`src/rtl/fpu_dmem_master.sv`:
```
// fpu_dmem_master
//   Runs one FPU operation on a memory-mapped FPU over a single-outstanding
//   request/response bus: writes both operands and the start/opcode word,
//   polls STATUS until done (bounded by POLL_MAX), reads RESULT, then
//   presents the result with a one-cycle strobe.
//
// Ports
//   mclk, rst            clock, synchronous active-high reset
//   op_val/op_rdy        operation handshake; op_cmd, op_din1, op_din2 payload
//   res_val              one-cycle result strobe
//   res_data, res_err    result word and error/timeout flag (held between strobes)
//   dmem_req/ack         request phase handshake (addr/cmd/wdata valid with req)
//   dmem_cmd, dmem_width 1=write/0=read, access width (always word)
//   dmem_addr/wdata      register address and write data
//   dmem_rdata/resp      read data and response code (00 wait, 01 ok, 10 error)
//   idle                 high only while waiting for an operation
module fpu_dmem_master #(
  parameter int unsigned POLL_MAX = 255
) (
  input  logic        mclk,
  input  logic        rst,
  input  logic        op_val,
  output logic        op_rdy,
  input  logic [3:0]  op_cmd,
  input  logic [31:0] op_din1,
  input  logic [31:0] op_din2,
  output logic        res_val,
  output logic [31:0] res_data,
  output logic        res_err,
  output logic        dmem_req,
  output logic        dmem_cmd,
  output logic [1:0]  dmem_width,
  output logic [4:0]  dmem_addr,
  output logic [31:0] dmem_wdata,
  input  logic        dmem_req_ack,
  input  logic [31:0] dmem_rdata,
  input  logic [1:0]  dmem_resp,
  output logic        idle
);

  localparam int CW = $clog2(POLL_MAX + 1);

  localparam logic [4:0] ADDR_DIN1   = 5'h00;
  localparam logic [4:0] ADDR_DIN2   = 5'h04;
  localparam logic [4:0] ADDR_CTRL   = 5'h08;
  localparam logic [4:0] ADDR_RESULT = 5'h0C;
  localparam logic [4:0] ADDR_STATUS = 5'h10;

  localparam logic [1:0] RESP_WAIT = 2'b00;
  localparam logic [1:0] RESP_OK   = 2'b01;

  typedef enum logic [2:0] {
    S_IDLE, S_WR_D1, S_WR_D2, S_WR_CTRL, S_RD_STAT, S_RD_RES, S_DONE
  } state_t;

  state_t          state, state_nx;
  logic            rsp_phase, rsp_nx;   // 0: REQ phase, 1: RSP phase
  logic [3:0]      cmd_q;
  logic [31:0]     din1_q, din2_q;
  logic [CW-1:0]   poll_cnt, cnt_inc;
  logic            capture, poll_inc, fin_ok, fin_err;

  assign capture = op_val && (state == S_IDLE);
  assign cnt_inc = poll_cnt + CW'(1);

  // State register
  always_ff @(posedge mclk) begin
    // NOTE: sequential state uses non-blocking assignments so every register
    // samples the pre-edge values, independent of process ordering.
    if (rst) begin
      state     <= S_IDLE;
      rsp_phase <= 1'b0;
    end else begin
      state     <= state_nx;
      rsp_phase <= rsp_nx;
    end
  end

  // Next-state logic
  always_comb begin
    // NOTE: every combinational output gets a default first so no path
    // through the case leaves a value unassigned (which would infer a latch).
    state_nx = state;
    rsp_nx   = rsp_phase;
    poll_inc = 1'b0;
    fin_ok   = 1'b0;
    fin_err  = 1'b0;
    case (state)
      S_IDLE: if (op_val) begin
        state_nx = S_WR_D1;
        rsp_nx   = 1'b0;
      end
      S_DONE: state_nx = S_IDLE;
      default: begin
        if (!rsp_phase) begin
          // Responses seen before the ack belong to nothing we issued.
          if (dmem_req_ack) rsp_nx = 1'b1;
        end else if (dmem_resp != RESP_WAIT) begin
          rsp_nx = 1'b0;
          if (dmem_resp != RESP_OK) begin
            // Error (and the undefined code 11) aborts the whole sequence.
            state_nx = S_DONE;
            fin_err  = 1'b1;
          end else begin
            case (state)
              S_WR_D1:   state_nx = S_WR_D2;
              S_WR_D2:   state_nx = S_WR_CTRL;
              S_WR_CTRL: state_nx = S_RD_STAT;
              S_RD_STAT: begin
                if (dmem_rdata[0]) begin
                  state_nx = S_RD_RES;
                end else if (cnt_inc == CW'(POLL_MAX)) begin
                  state_nx = S_DONE;
                  fin_err  = 1'b1;
                end else begin
                  poll_inc = 1'b1;
                end
              end
              S_RD_RES: begin
                state_nx = S_DONE;
                fin_ok   = 1'b1;
              end
              default: state_nx = S_IDLE;
            endcase
          end
        end
      end
    endcase
  end

  // Outputs: bus fields are driven only in the REQ phase, so they are
  // stable from request to ack and zero otherwise.
  always_comb begin
    idle       = (state == S_IDLE);
    op_rdy     = idle;
    res_val    = (state == S_DONE);
    dmem_width = 2'b10;
    dmem_req   = 1'b0;
    dmem_cmd   = 1'b0;
    dmem_addr  = 5'h00;
    dmem_wdata = 32'h0;
    if (!rsp_phase) begin
      case (state)
        S_WR_D1:   begin dmem_req = 1'b1; dmem_cmd = 1'b1; dmem_addr = ADDR_DIN1; dmem_wdata = din1_q; end
        S_WR_D2:   begin dmem_req = 1'b1; dmem_cmd = 1'b1; dmem_addr = ADDR_DIN2; dmem_wdata = din2_q; end
        S_WR_CTRL: begin dmem_req = 1'b1; dmem_cmd = 1'b1; dmem_addr = ADDR_CTRL;
                         dmem_wdata = {1'b1, 27'b0, cmd_q}; end
        S_RD_STAT: begin dmem_req = 1'b1; dmem_addr = ADDR_STATUS; end
        S_RD_RES:  begin dmem_req = 1'b1; dmem_addr = ADDR_RESULT; end
        default:   ;
      endcase
    end
  end

  // Operand capture, poll counter and result registers
  always_ff @(posedge mclk) begin
    // NOTE: everything here is a small register, so all of it is reset;
    // there is no memory array whose reset would cost a clear sequence.
    if (rst) begin
      cmd_q    <= 4'h0;
      din1_q   <= 32'h0;
      din2_q   <= 32'h0;
      poll_cnt <= '0;
      res_data <= 32'h0;
      res_err  <= 1'b0;
    end else begin
      if (capture) begin
        cmd_q    <= op_cmd;
        din1_q   <= op_din1;
        din2_q   <= op_din2;
        poll_cnt <= '0;
      end else if (poll_inc) begin
        poll_cnt <= cnt_inc;
      end
      if (fin_ok) begin
        res_data <= dmem_rdata;
        res_err  <= 1'b0;
      end else if (fin_err) begin
        res_data <= 32'h0;
        res_err  <= 1'b1;
      end
    end
  end

endmodule
```
`config.mk`:
```
export PLATFORM = sky130hd
export DESIGN_NAME = fpu_dmem_master
export DESIGN_NICKNAME = d
export VERILOG_FILES = /design/src/rtl/fpu_dmem_master.sv
export SDC_FILE = /design/constraint.sdc
export NUM_CORES = 1
export LEC_CHECK = 0
export BUFFER_PORTS_ARGS = -buffer_cell sky130_fd_sc_hd__buf_2
export CORE_MARGIN = 3
export CORE_UTILIZATION = 55
export CTS_BUF_LIST = sky130_fd_sc_hd__clkbuf_8
export DETAILED_ROUTE_END_ITERATION = 6
export GPL_TIMING_DRIVEN = 1
export PLACE_DENSITY = 0.87
export RECOVER_POWER = 100
export SLEW_MARGIN = 20
export SYNTH_ARGS = -nofsm -noshare
export SYNTH_HDL_FRONTEND = slang
export SYNTH_SLANG_ARGS = --single-unit
export TNS_END_PERCENT = 50
```
`constraint.sdc`:
```
create_clock -name mclk -period 3 [get_ports mclk]
set_clock_uncertainty 0.15 [all_clocks]
set_input_delay 0.6 -clock mclk [delete_from_list [all_inputs] [get_ports mclk]]
set_output_delay 0.6 -clock mclk [all_outputs]
set_load 0.01 [all_outputs]
```
Word-level counts from Yosys, hierarchy flattened
Index checks and enable logic that the tools add are counted.

storage, ports and cells
  logic and storage cells = 75
  bits in registers = 113
  output and inout bits = 77
  bits of input ports = 106

cells by class
  $add $sub $neg = 1
  reductions and logical operators = 13
  bitwise operators = 1
  eq/ne operators = 10
  multiplexer cells = 42

operators by type and width
  cell                                                   count
  two-way mux 32 bit                                     3
  one-hot mux 32 bit (3 select lines)                    1
  two-way mux 1 bit                                      27
  one-hot mux 5 bit (4 select lines)                     1
  two-way mux 3 bit                                      6
  one-hot mux 3 bit (5 select lines)                     1
  equality test 3 bit, second input constant             3
  adder 8 x 1 -> 8 bit, second input constant            1
  equality test 8 bit, second input constant             1
  equality test 3 x 2 -> 1 bit, second input constant    2
  inequality test 6 bit, second input constant           1
  one-hot mux 3 bit (2 select lines)                     1
  nonzero test 3 bit                                     2
  OR reduction 2 bit                                     3
  two-way mux 5 bit                                      1
  OR reduction 5 bit                                     1
  AND reduction 4 bit                                    1
  nonzero test 2 bit                                     2
  equality test 3 x 1 -> 1 bit, second input constant    1
  logical NOT 3 bit                                      1
  OR reduction 3 bit                                     1
  inequality test 2 x 1 -> 1 bit, second input constant  1
  inequality test 2 bit, second input constant           1
  one-hot mux 1 bit (2 select lines)                     1
  other kinds (3)                                        3

Longest topological paths before layout
Gate-level depths: netlist of the first run.

  depth in word-level cells = 11
  mapped depth = 8
  depth with buffers taken out = 6

Least setup slack after synthesis of the first run
Ideal clock, no wire load.

  path type = flip-flop to output port
  start point = register state[0]
  end point = output port dmem_wdata[11]
  slack = 714 ps
  buffers on the path = 2
  data required time = 2250 ps
  stages on the path, launching flop included = 6
  arrival = 1536 ps
  cell sequence = dfxtp_1 buf_2 nor3b_2 clkbuf_1 a22oi_1 nor2_1

between the ends
  word-level cells in the longest chain between the ends = 3
  elaborated cells on any way between the ends = 5
  those cells by class = eq/ne: 3; mux: 2

ends and longest elaborated chain
  what                                                                                 line  RTL
  start, declared                                                                      56    state_t state, state_nx;
  start signal, assigned                                                               74    state <= state_nx;
  equality test 3 x 2 -> 1 bit / equality test 3 x 1 -> 1 bit (equally long branches)  143   case (state)
  one-hot mux 32 bit (3 select lines) (*)                                              143
  two-way mux 32 bit (*)                                                               142   if (!rsp_phase) begin
  end, declared                                                                        34    output logic [31:0] dmem_wdata,

Every way passes the cells marked *; elsewhere a longest branch is shown, timed or not.

Worst setup path after layout of the first run
  start point = register state[1]
  end point = output port dmem_wdata[15]

The elaborated chain is that of the path after synthesis.

==> results.md, run 1 <==
* Min-Delay Path Class: input port to register
* Routed WL at ~13 mm
* Io pins at ~180
* Sequential area share after synthesis at between 40% and 50%
* Antenna-violating nets left at 0
* Crit path DAT at ~2100 ps
* Status: finished, final reports clean
* CP Cell Sequence: nor3b_1, clkbuf_4, a22oi_1, nor2_1, clkbuf_1
* Leak at approximately 2.3 nW
* Synth area leader: dfxtp_1
* Clock buffer count from CTS at 17
* Synth Flop Type: dfxtp_1
* Yosys warnings at 0
* Maximum fanout along the worst path at 28
* Antenna violations before repair at 1
* Tcrit/Tclk final at between 90% and 100%
* Startpoint Class: register
* Post-DP HPWL at between 8 and 9 mm
* Post-CTS Setup Inserts at 0
* Rel. slew slack at a little under a fifth
* DIE AREA at between 9000 and 10000 um^2
* Synthesized instance count at 579
* Highest clock rate at about 350 MHz
* RSZ-0062 raised after global routing: false
* TNS Setup at 0 ps
* Largest net degree at the start of global routing at 69
* Maximum vdd ir drop at between 400 and 500 uV
* Hold Fails Final Rpt at 0
* Area Growth Syn to Fin at 24.3%
* Global route overflow at 0
* Post-CTS Resized at 0
* Most frequent cells in the layout: 145 x nand2_1, 113 x dfxtp_1, 110 x buf_2
* Final min period at between 2000 and 3000 ps
* Tot GR Track Use at about 26%
* Area of the mapped netlist at around 4800 um^2
* H-tree depth at 4
* CP required at between 2000 and 2500 ps
* Synth cell types at 46
* Vias/cell at around 5.5
* Post-Syn Area per Cell at slightly above 8 um^2
* Slowest stage cell, crit path: dfxtp_1
* Avg WL per Cell at 15.0 um
* Synth area leaders: dfxtp_1 47%, nand2_1 11%, a21oi_1 8.1%
* # setup viols final at 0
* Drt pass-1 iters at 5
* Pre-CTS setup slack at 476 ps
* Worst slew pin tran at about 1200 ps
* First-pass GRT wire length at between 20 and 25 mm
* Vias after detailed routing at ~4700
* Residual DRC at 0
* CP max stage delay at between 500 and 600 ps
* Sinks on Clock Net at 113
* Final worst setup slack at around 160 ps
* Die Wd at approximately 99 um
* Core Area at approximately 8300 um^2
* Max-cap violations at 0
* #FFs+latches synth at between 100 and 150
* Row count at 33
* Vias in the first global route at approximately 4500
* CP endpoint kind: output pin
* Final Max Slew Viols at 0
* Commonest non-fill, non-tap cell in the layout: nand2_1
* Clock Latency Late Sink at around 420 ps
* Initial Util at between 50% and 60%
* DIE HEIGHT at just under 100 um
* Setup CP Type: register to output pin
* Power per cell area at about 820 nW/um^2
* CTS max path bufs at 2
* Ys async rst share at 0%
* Post-synth EDFFs at 0
* Root buffer selected by CTS: clkbuf_8
* TritonCTS clock tree: done
* Top cell type's share of synthesized area at a little under half
* DR iter-0 viols at between 200 and 300
* Post-CTS Hold Buffers at 0
* Fin nets at between 800 and 900
* Routability Congestion at a little under 0.9
* Share of cells above drive strength 1 at between 20 and 25%
* Worst-path clk slew at 70 ps
* I/O Buffers at 178
worst max-delay path: cells and delay by family (launching register included):
family / cells / cell delay [ps]
AND/OR/NAND/NOR: 2 / 360
AO/OA/AOI/OAI: 1 / 150
buffers and inverters: 2 / 580
flip-flops: 1 / 570
flip-flops by register name, summed over array words and instances (netlist names):
signal and flops:
cmd_q 4, res_err 1, rsp_phase 1, state 3, din1_q 32, din2_q 32
res_data 32, poll_cnt 8
path summary, 6_finish.rpt:
kind | startpoint | endpoint | slack, ps | cells past startpoint
hold / removal | dmem_rdata[13] | res_data[13]$_SDFFE_PP0P_ | 240 | 2
setup / recovery | state[1]$_SDFFE_PP0P_ | dmem_wdata[15] | 160 | 5
hold reg to reg | cmd_q[0]$_SDFFE_PP0P_ | cmd_q[0]$_SDFFE_PP0P_ | 300 | 2
setup reg to reg | state[0]$_SDFFE_PP0P_ | din2_q[20]$_SDFFE_PP0P_ | 220 | 6
logic make-up (layout without fill, tap and decap cells):
kind of cell	count (synthesis)	count (layout)	synth area share, %
AND/OR/NAND/NOR	231	231	21.2
AO/OA/AOI/OAI	165	165	22.9
flip-flops	113	113	47.3
buffers and inverters	57	226	6.02
multiplexers	6	6	1.36
XOR/XNOR	3	3	0.550
adder cells (fa/ha/maj)	2	2	0.524
other	2	5	0.157
power by group:
part	switching (mW)	internal (mW)
sequential	0.168	1.71
clock	0.671	0.771
combinational	1.01	0.534
per-stage QoR:
stage | hold WS, ps | total power, mW | cells | area, um^2 | util [%]
2_1_floorplan | 283 | 3.06 | 581 | 4790 | -
5_1_grt | 229 | 5.16 | 856 | 5940 | 71.2
3_5_place_dp | 295 | 3.51 | 823 | 5660 | 67.9
4_1_cts | 219 | 4.95 | 855 | 6070 | 72.7
6_report | 240 | 4.87 | 856 | 5940 | 71.2
3_3_place_gp | 292 | 3.47 | 823 | 5660 | 67.9
cell usage after synthesis (4+ instances only):
master,n
or3_1,5
a22o_1,32
nor3_1,4
inv_1,6
dfxtp_1,113
nand3_1,4
nand2_1,146
nor3b_1,4
o21ai_0,10
mux2_2,4
buf_6,5
buf_2,8
buf_4,7
nor2_1,43
a21oi_1,77
a22oi_1,32
nand4_1,4
clkbuf_1,31
final cells by class:
class / instances / area (um^2)
sequential: 113 / 2260
clock buffer: 18 / 248
timing repair buffer: 188 / 893
antenna: 1 / 2.50
tap: 105 / 131
inverter: 6 / 22.5
multi-input combinational: 411 / 2220
fill: 683 / 2400
clock inverter: 14 / 158
metal layers:
layer	vias to the layer above	track usage (%)	routed length, um
met5	-	0	0
met4	0	10.4	192
met3	20	8.27	1140
met2	207	46.1	6560
met1	2165	28.1	4980
li1	2306	-	-
No activity file was read; power rests on OpenSTA's default activity.
==> run 2, diff against run 1 <==
--- a/config.mk
+++ b/config.mk
@@ -6,12 +6,11 @@
 export NUM_CORES = 1
 export LEC_CHECK = 0
 export BUFFER_PORTS_ARGS = -buffer_cell sky130_fd_sc_hd__buf_2
-export CORE_MARGIN = 3
-export CORE_UTILIZATION = 55
+export CORE_UTILIZATION = 51
 export CTS_BUF_LIST = sky130_fd_sc_hd__clkbuf_8
 export DETAILED_ROUTE_END_ITERATION = 6
 export GPL_TIMING_DRIVEN = 1
-export PLACE_DENSITY = 0.87
+export PLACE_DENSITY = 0.82
 export RECOVER_POWER = 100
 export SLEW_MARGIN = 20
 export SYNTH_ARGS = -nofsm -noshare
==> constraint.sdc (replaced) <==
create_clock -name mclk -period 2.9 [get_ports mclk]
set_clock_uncertainty 0.15 [all_clocks]
set_input_delay 0.58 -clock mclk [delete_from_list [all_inputs] [get_ports mclk]]
set_output_delay 0.58 -clock mclk [all_outputs]
set_load 0.01 [all_outputs]
==> results.md, run 2 (synthesis gave the netlist of run 1 again) <==
* Highest clock rate at roughly 360 MHz
* Hold Fails Final Rpt at 0 (unchanged)
* DIE HEIGHT at 98.8 um (-0.42%)
* Startpoint Class: register
* Sinks on Clock Net at 113 (unchanged)
* Drt pass-1 iters at 7 (+2)
* CP endpoint kind: output pin
* DR iter-0 viols at 136 (-47%)
* TritonCTS clock tree: done
* Root buffer selected by CTS: clkbuf_8
* First-pass GRT wire length at 19.7 mm (-4.2%)
* CTS max path bufs at 2 (unchanged)
* Area Growth Syn to Fin at 25.6%
* Clock power share at 29.5% (about the same)
* Switching part of the total at 37.6% (-0.46 points)
* WHS Path Cells at 2 (unchanged)
* Tot GR Track Use at 24.8% (-0.98 points)
* Post-CTS Setup Inserts at 0 (unchanged)
* Power per cell area at 845 nW/um^2 (+3.1%)
* Status: finished, final reports clean
* DIE AREA at 9760 um^2 (-0.83%)
* Layout Cells excl Fill at 860 (+0.47%)
* Largest net degree at the start of global routing at 66 (-4.3%)
* Reg2reg end: din2_q[8]$_SDFFE_PP0P_
* Pre-CTS setup slack at 464 ps (-11.9 ps)
* Finished layout cell area at 6000 um^2 (+0.99%)
* Share of cells above drive strength 1 at 23.7% (+2.0 points)
* Residual DRC at 0 (unchanged)
* Post-DP HPWL at 8.17 mm (-6.5%)
* R2r setup slk at 230 ps (about the same)
* Top flop regs: din1_q (32), din2_q (32), res_data (32)
* TNS Setup at 0 ps (unchanged)
* Final Max Slew Viols at 0 (unchanged)
* Final worst setup slack at 153 ps (-2.83 ps)
* Clock Latency Late Sink at 400 ps (-20 ps)
* Avg WL per Cell at 14.3 um (-4.9%)
* Maximum fanout along the worst path at 27 (-3.6%)
* Vias in the first global route at 4511 (-0.20%)
* R2R Path Start: state[0]$_SDFFE_PP0P_
* CP required at 2170 ps (-80 ps)
* Post-CTS Hold Buffers at 0 (unchanged)
* Total power at 5.07 mW (+4.1%)
* I/O Buffers at 178 (unchanged)
* Post-layout util at 67.5% (-3.7 points)
* Vias after detailed routing at 4671 (-0.57%)
* Crit path to: dmem_wdata[4]
* Crit path from: state[0]$_SDFFE_PP0P_
* Internal Power at 3.16 mW (+4.9%)
* Antenna violations before repair at 1 (unchanged)
* H-tree depth at 4 (unchanged)
* Worst-path clk slew at 70 ps (about the same)
* Final min period at roughly 2700 ps
* Clock buffer count from CTS at 17 (unchanged)
* Placed Cells at 827 (+0.49%)
* Max-cap violations at 0 (unchanged)
* Switching power at 1.90 mW (+2.8%)
* Min-Delay Path Class: input port to register
* Fin Hold WS at 244 ps (+4.61 ps)
* Routed WL at 12.3 mm (-4.4%)
* Rel. slew slack at 42.3% (+23 points)
* Leak at 2.36 nW (+2.0%)
* Vias/cell at 5.43 (-1.0%)
* Row count at 34 (+3.0%)
* Tcrit/Tclk final at a little over nine tenths
* Worst R2R Path Depth at 6 (unchanged)
* Global route overflow at 0 (unchanged)
* DP Area at 5670 um^2 (+0.20%)
* # setup viols final at 0 (unchanged)
* Routability Congestion at 0.825 (-6.7%)
* Maximum vdd ir drop at 482 uV (+16%)
* Crit path DAT at 2020 ps (-70 ps)
* Comb pwr share at 32.1% (+0.3 points)
* Antenna-violating nets left at 0 (unchanged)
* Setup CP Type: register to output pin
* Core Area at 8890 um^2 (+6.6%)
* Hold path start: dmem_rdata[29]
* Fin nets at 846 (+0.12%)
* Worst slew pin tran at 863 ps (-347 ps)
* RSZ-0062 raised after global routing: false
* Most frequent cells in the layout: 146 x nand2_1, 113 x dfxtp_1, 108 x buf_2
* Io pins at 183 (unchanged)
* Die Wd at 98.8 um (-0.42%)
* Commonest non-fill, non-tap cell in the layout: nand2_1
* Post-CTS Resized at 0 (unchanged)
* Sequential power share at 38.3% (-0.3 points)
* Initial Util at 53.7% (-3.5 points)
[run 2: worst max-delay path, stage by stage (launching register included)]
cell and delay, ps:
dfxtp_1 570, nor3b_4 250, clkbuf_4 380, a22oi_1 120, nor2_1 140, clkbuf_2 150
[run 2: worst min path at each step]
stage	endpoint	slack (ps)
3_5_place_dp	din1_q[26]$_SDFFE_PP0P_	300
6_report	res_data[29]$_SDFFE_PP0P_	240
5_1_grt	res_data[13]$_SDFFE_PP0P_	220
2_1_floorplan	cmd_q[0]$_SDFFE_PP0P_	280
4_1_cts	res_data[29]$_SDFFE_PP0P_	220
3_3_place_gp	res_err$_SDFFE_PP0P_	290
[run 2: power groups by stage]
stage,clock network (mW),logic [mW],registers [mW]
5_1_grt,1.61,1.79,1.97
4_1_cts,1.53,1.67,1.94
3_3_place_gp,0,1.62,1.96
3_5_place_dp,0,1.66,1.97
6_report,1.50,1.63,1.94
2_1_floorplan,0,1.28,1.89
[run 2: metal layers]
metal | GRT usage (%) | vias up | wire length, um
li1 | - | 2314 | -
met1 | 27.8 | 2177 | 5240
met2 | 45.4 | 166 | 6090
met3 | 6.31 | 14 | 804
met4 | 8.38 | 0 | 164
met5 | 0 | - | 0
[run 2: final cells by class]
class                           count  area [um^2]
Antenna cell                        1         2.50
Clock buffer                       19          262
Clock inverter                     13          149
Fill cell                         802         2890
Inverter                            6         22.5
Multi-Input combinational cell    411         2250
Sequential cell                   113         2260
Tap cell                          108          135
Timing Repair Buffer              189          915
==> run 3, diff against run 2 <==
--- a/config.mk
+++ b/config.mk
@@ -6,11 +6,11 @@
 export NUM_CORES = 1
 export LEC_CHECK = 0
 export BUFFER_PORTS_ARGS = -buffer_cell sky130_fd_sc_hd__buf_2
-export CORE_UTILIZATION = 51
+export CORE_UTILIZATION = 30
 export CTS_BUF_LIST = sky130_fd_sc_hd__clkbuf_8
 export DETAILED_ROUTE_END_ITERATION = 6
 export GPL_TIMING_DRIVEN = 1
-export PLACE_DENSITY = 0.82
+export PLACE_DENSITY = 0.52
 export RECOVER_POWER = 100
 export SLEW_MARGIN = 20
 export SYNTH_ARGS = -nofsm -noshare
==> results.md, run 3 (synthesis gave the netlist of run 1 again) <==
* Root buffer selected by CTS: clkbuf_8
* Die Wd at 128 um (+30%)
* RSZ-0062 raised after global routing: false
* Fin nets at 847 (+0.12%)
* Commonest non-fill, non-tap cell in the layout: nand2_1
* Antenna violations before repair at 1 (unchanged)
* Residual DRC at 0 (unchanged)
* Fin Hold WS at 223 ps (-21.9 ps)
* Crit path DAT at 2000 ps (-20 ps)
* Clock buffer count from CTS at 17 (unchanged)
* Power per cell area at 833 nW/um^2 (-1.4%)
* FILL cells at 1657 (+110%)
* Tcrit/Tclk final at 94.2% (-0.50 points)
* Io pins at 183 (unchanged)
* Area occupied by multi-input gates at 2230 um^2 (-0.94%)
* Top flop regs: din1_q (32), din2_q (32), res_data (32)
* Vias/cell at 4.76 (-12%)
* Slowest stage cell, crit path: dfxtp_1
* Rel. slew slack at 42.6% (+0.26 points)
* Most frequent cells in the layout: 145 x nand2_1, 112 x buf_2, 111 x dfxtp_1
* Initial Util at 31.1% (-23 points)
* Largest net degree at the start of global routing at 77 (+17%)
* Avg WL per Cell at 14.0 um (-1.8%)
* CTS max path bufs at 2 (unchanged)
* Final Max Slew Viols at 0 (unchanged)
* CP endpoint kind: output pin
* Routability Congestion at 0.772 (-6.3%)
* Worst slew pin tran at 861 ps (-1.80 ps)
* Most frequent CP cell: buf_4
* Leak at 2.39 nW (+0.88%)
* TritonCTS clock tree: done
* Global route overflow at 0 (unchanged)
* Sinks on Clock Net at 113 (unchanged)
* Final min period at 2730 ps (-14.5 ps)
* Reg area at 2260 um^2 (+0.11%)
* Post-DP HPWL at 8.88 mm (+8.7%)
* Core Area at 15400 um^2 (+73%)
* # setup viols final at 0 (unchanged)
* Clock Latency Late Sink at 420 ps (+20 ps)
* Tot GR Track Use at 16.4% (-8.4 points)
* Drt pass-1 iters at 4 (-3)
* Post-layout util at 39.7% (-28 points)
* Area Growth Syn to Fin at 27.8%
* Vias after detailed routing at 4591 (-1.7%)
* Highest clock rate at 366 MHz (+0.53%)
* Vias in the first global route at 4317 (-4.3%)
* Maximum vdd ir drop at 365 uV (-24%)
* CP max stage delay at 400 ps (-170 ps)
* CP Cell Sequence: buf_4, or3_1, buf_4, nor2_1, clkbuf_1
* CP required at 2170 ps (about the same)
* Row count at 45 (+32%)
* Antenna-violating nets left at 0 (unchanged)
* Min-Delay Path Class: input port to register
* Hold Fails Final Rpt at 0 (unchanged)
* H-tree depth at 4 (unchanged)
* TNS Setup at 0 ps (unchanged)
* Share of cells above drive strength 1 at 22.9% (-0.83 points)
* Setup CP Type: register to output pin
* Maximum fanout along the worst path at 32 (+19%)
* Post-CTS Hold Buffers at 0 (unchanged)
* Status: finished, final reports clean
* Routed WL at 13.5 mm (+10%)
* I/O Buffers at 178 (unchanged)
* DR iter-0 viols at 198 (+46%)
* Max-cap violations at 0 (unchanged)
* First-pass GRT wire length at 20.9 mm (+6.1%)
* DIE HEIGHT at 128 um (+30%)
* DIE AREA at 16400 um^2 (+68%)
* Post-CTS Setup Inserts at 0 (unchanged)
* Worst-path clk slew at 70 ps (about the same)
* Startpoint Class: register
-- run 3: cell count changes in the layout (fill, tap and decap cells not counted), moves of 2 or more --
cell / delta
dfxtp_2: +2
buf_2: +4
buf_8: +2
clkbuf_2: -6
clkinv_2: +3
dfxtp_1: -2
inv_1: +4
clkinvlp_4: -2
clkbuf_1: +2
inv_6: -5
-- run 3: metrics by stage --
| step | instances | power (mW) | worst slack, ps | cell area (um^2) |
|---|---|---|---|---|
| 5_1_grt | 963 | 5.45 | 11.4 | 6100 |
| 2_1_floorplan | 581 | 3.17 | 634 | 4790 |
| 6_report | 964 | 5.08 | 168 | 6100 |
| 3_5_place_dp | 931 | 3.70 | 357 | 5800 |
| 4_1_cts | 963 | 5.24 | 10.5 | 6210 |
| 3_3_place_gp | 930 | 3.67 | 321 | 5790 |
-- run 3: layout make-up --
| type | count | area share, % |
|---|---|---|
| flip-flops and latches | 113 | 37.1 |
| multi-input cells | 411 | 36.5 |
| repair buffers | 190 | 15.1 |
| well taps | 211 | 4.32 |
| clock buffers | 18 | 4.06 |
| clock inverters | 14 | 2.46 |
| inverters | 6 | 0.369 |
| diodes | 1 | 0.0410 |
-- run 3: metal layers --
metal	wire length, um	part of all wire [%]	track usage [%]
met5	0	0	0
met4	66	0.49	3.81
met1	6190	46	19.8
met2	6280	46	26.9
met3	995	7.4	6.72
-- run 3: where the power goes --
group	switching [mW]	internal (mW)	total, mW	leakage (nW)
registers	0.149	1.77	1.92	0.921
clock network	0.643	0.856	1.50	0.217
logic	1.11	0.556	1.66	1.25
total	1.90	3.19	5.08	2.39
-- run 3: path summary, 6_finish.rpt --
path	from	endpoint	slack, ps	cells past startpoint
setup / recovery	state[2]$_SDFFE_PP0P_	dmem_wdata[14]	170	5
hold / removal	dmem_rdata[3]	res_data[3]$_SDFFE_PP0P_	220	2
setup reg to reg	state[2]$_SDFFE_PP0P_	cmd_q[2]$_SDFFE_PP0P_	300	6
hold reg to reg	res_err$_SDFFE_PP0P_	res_err$_SDFFE_PP0P_	300	2
-- run 3: worst max-delay path, delay by kind of cell, from the launching register on --
family | cells | cell delay (ps)
buffers and inverters | 3 | 660
DFF | 1 | 400
and+or+nand+nor | 2 | 520
-- run 3: what timing repair did --
action                     in CTS  in global routing
gates resized for setup         3                  2
setup endpoints to repair      27                 27
pin swaps                       0                  0
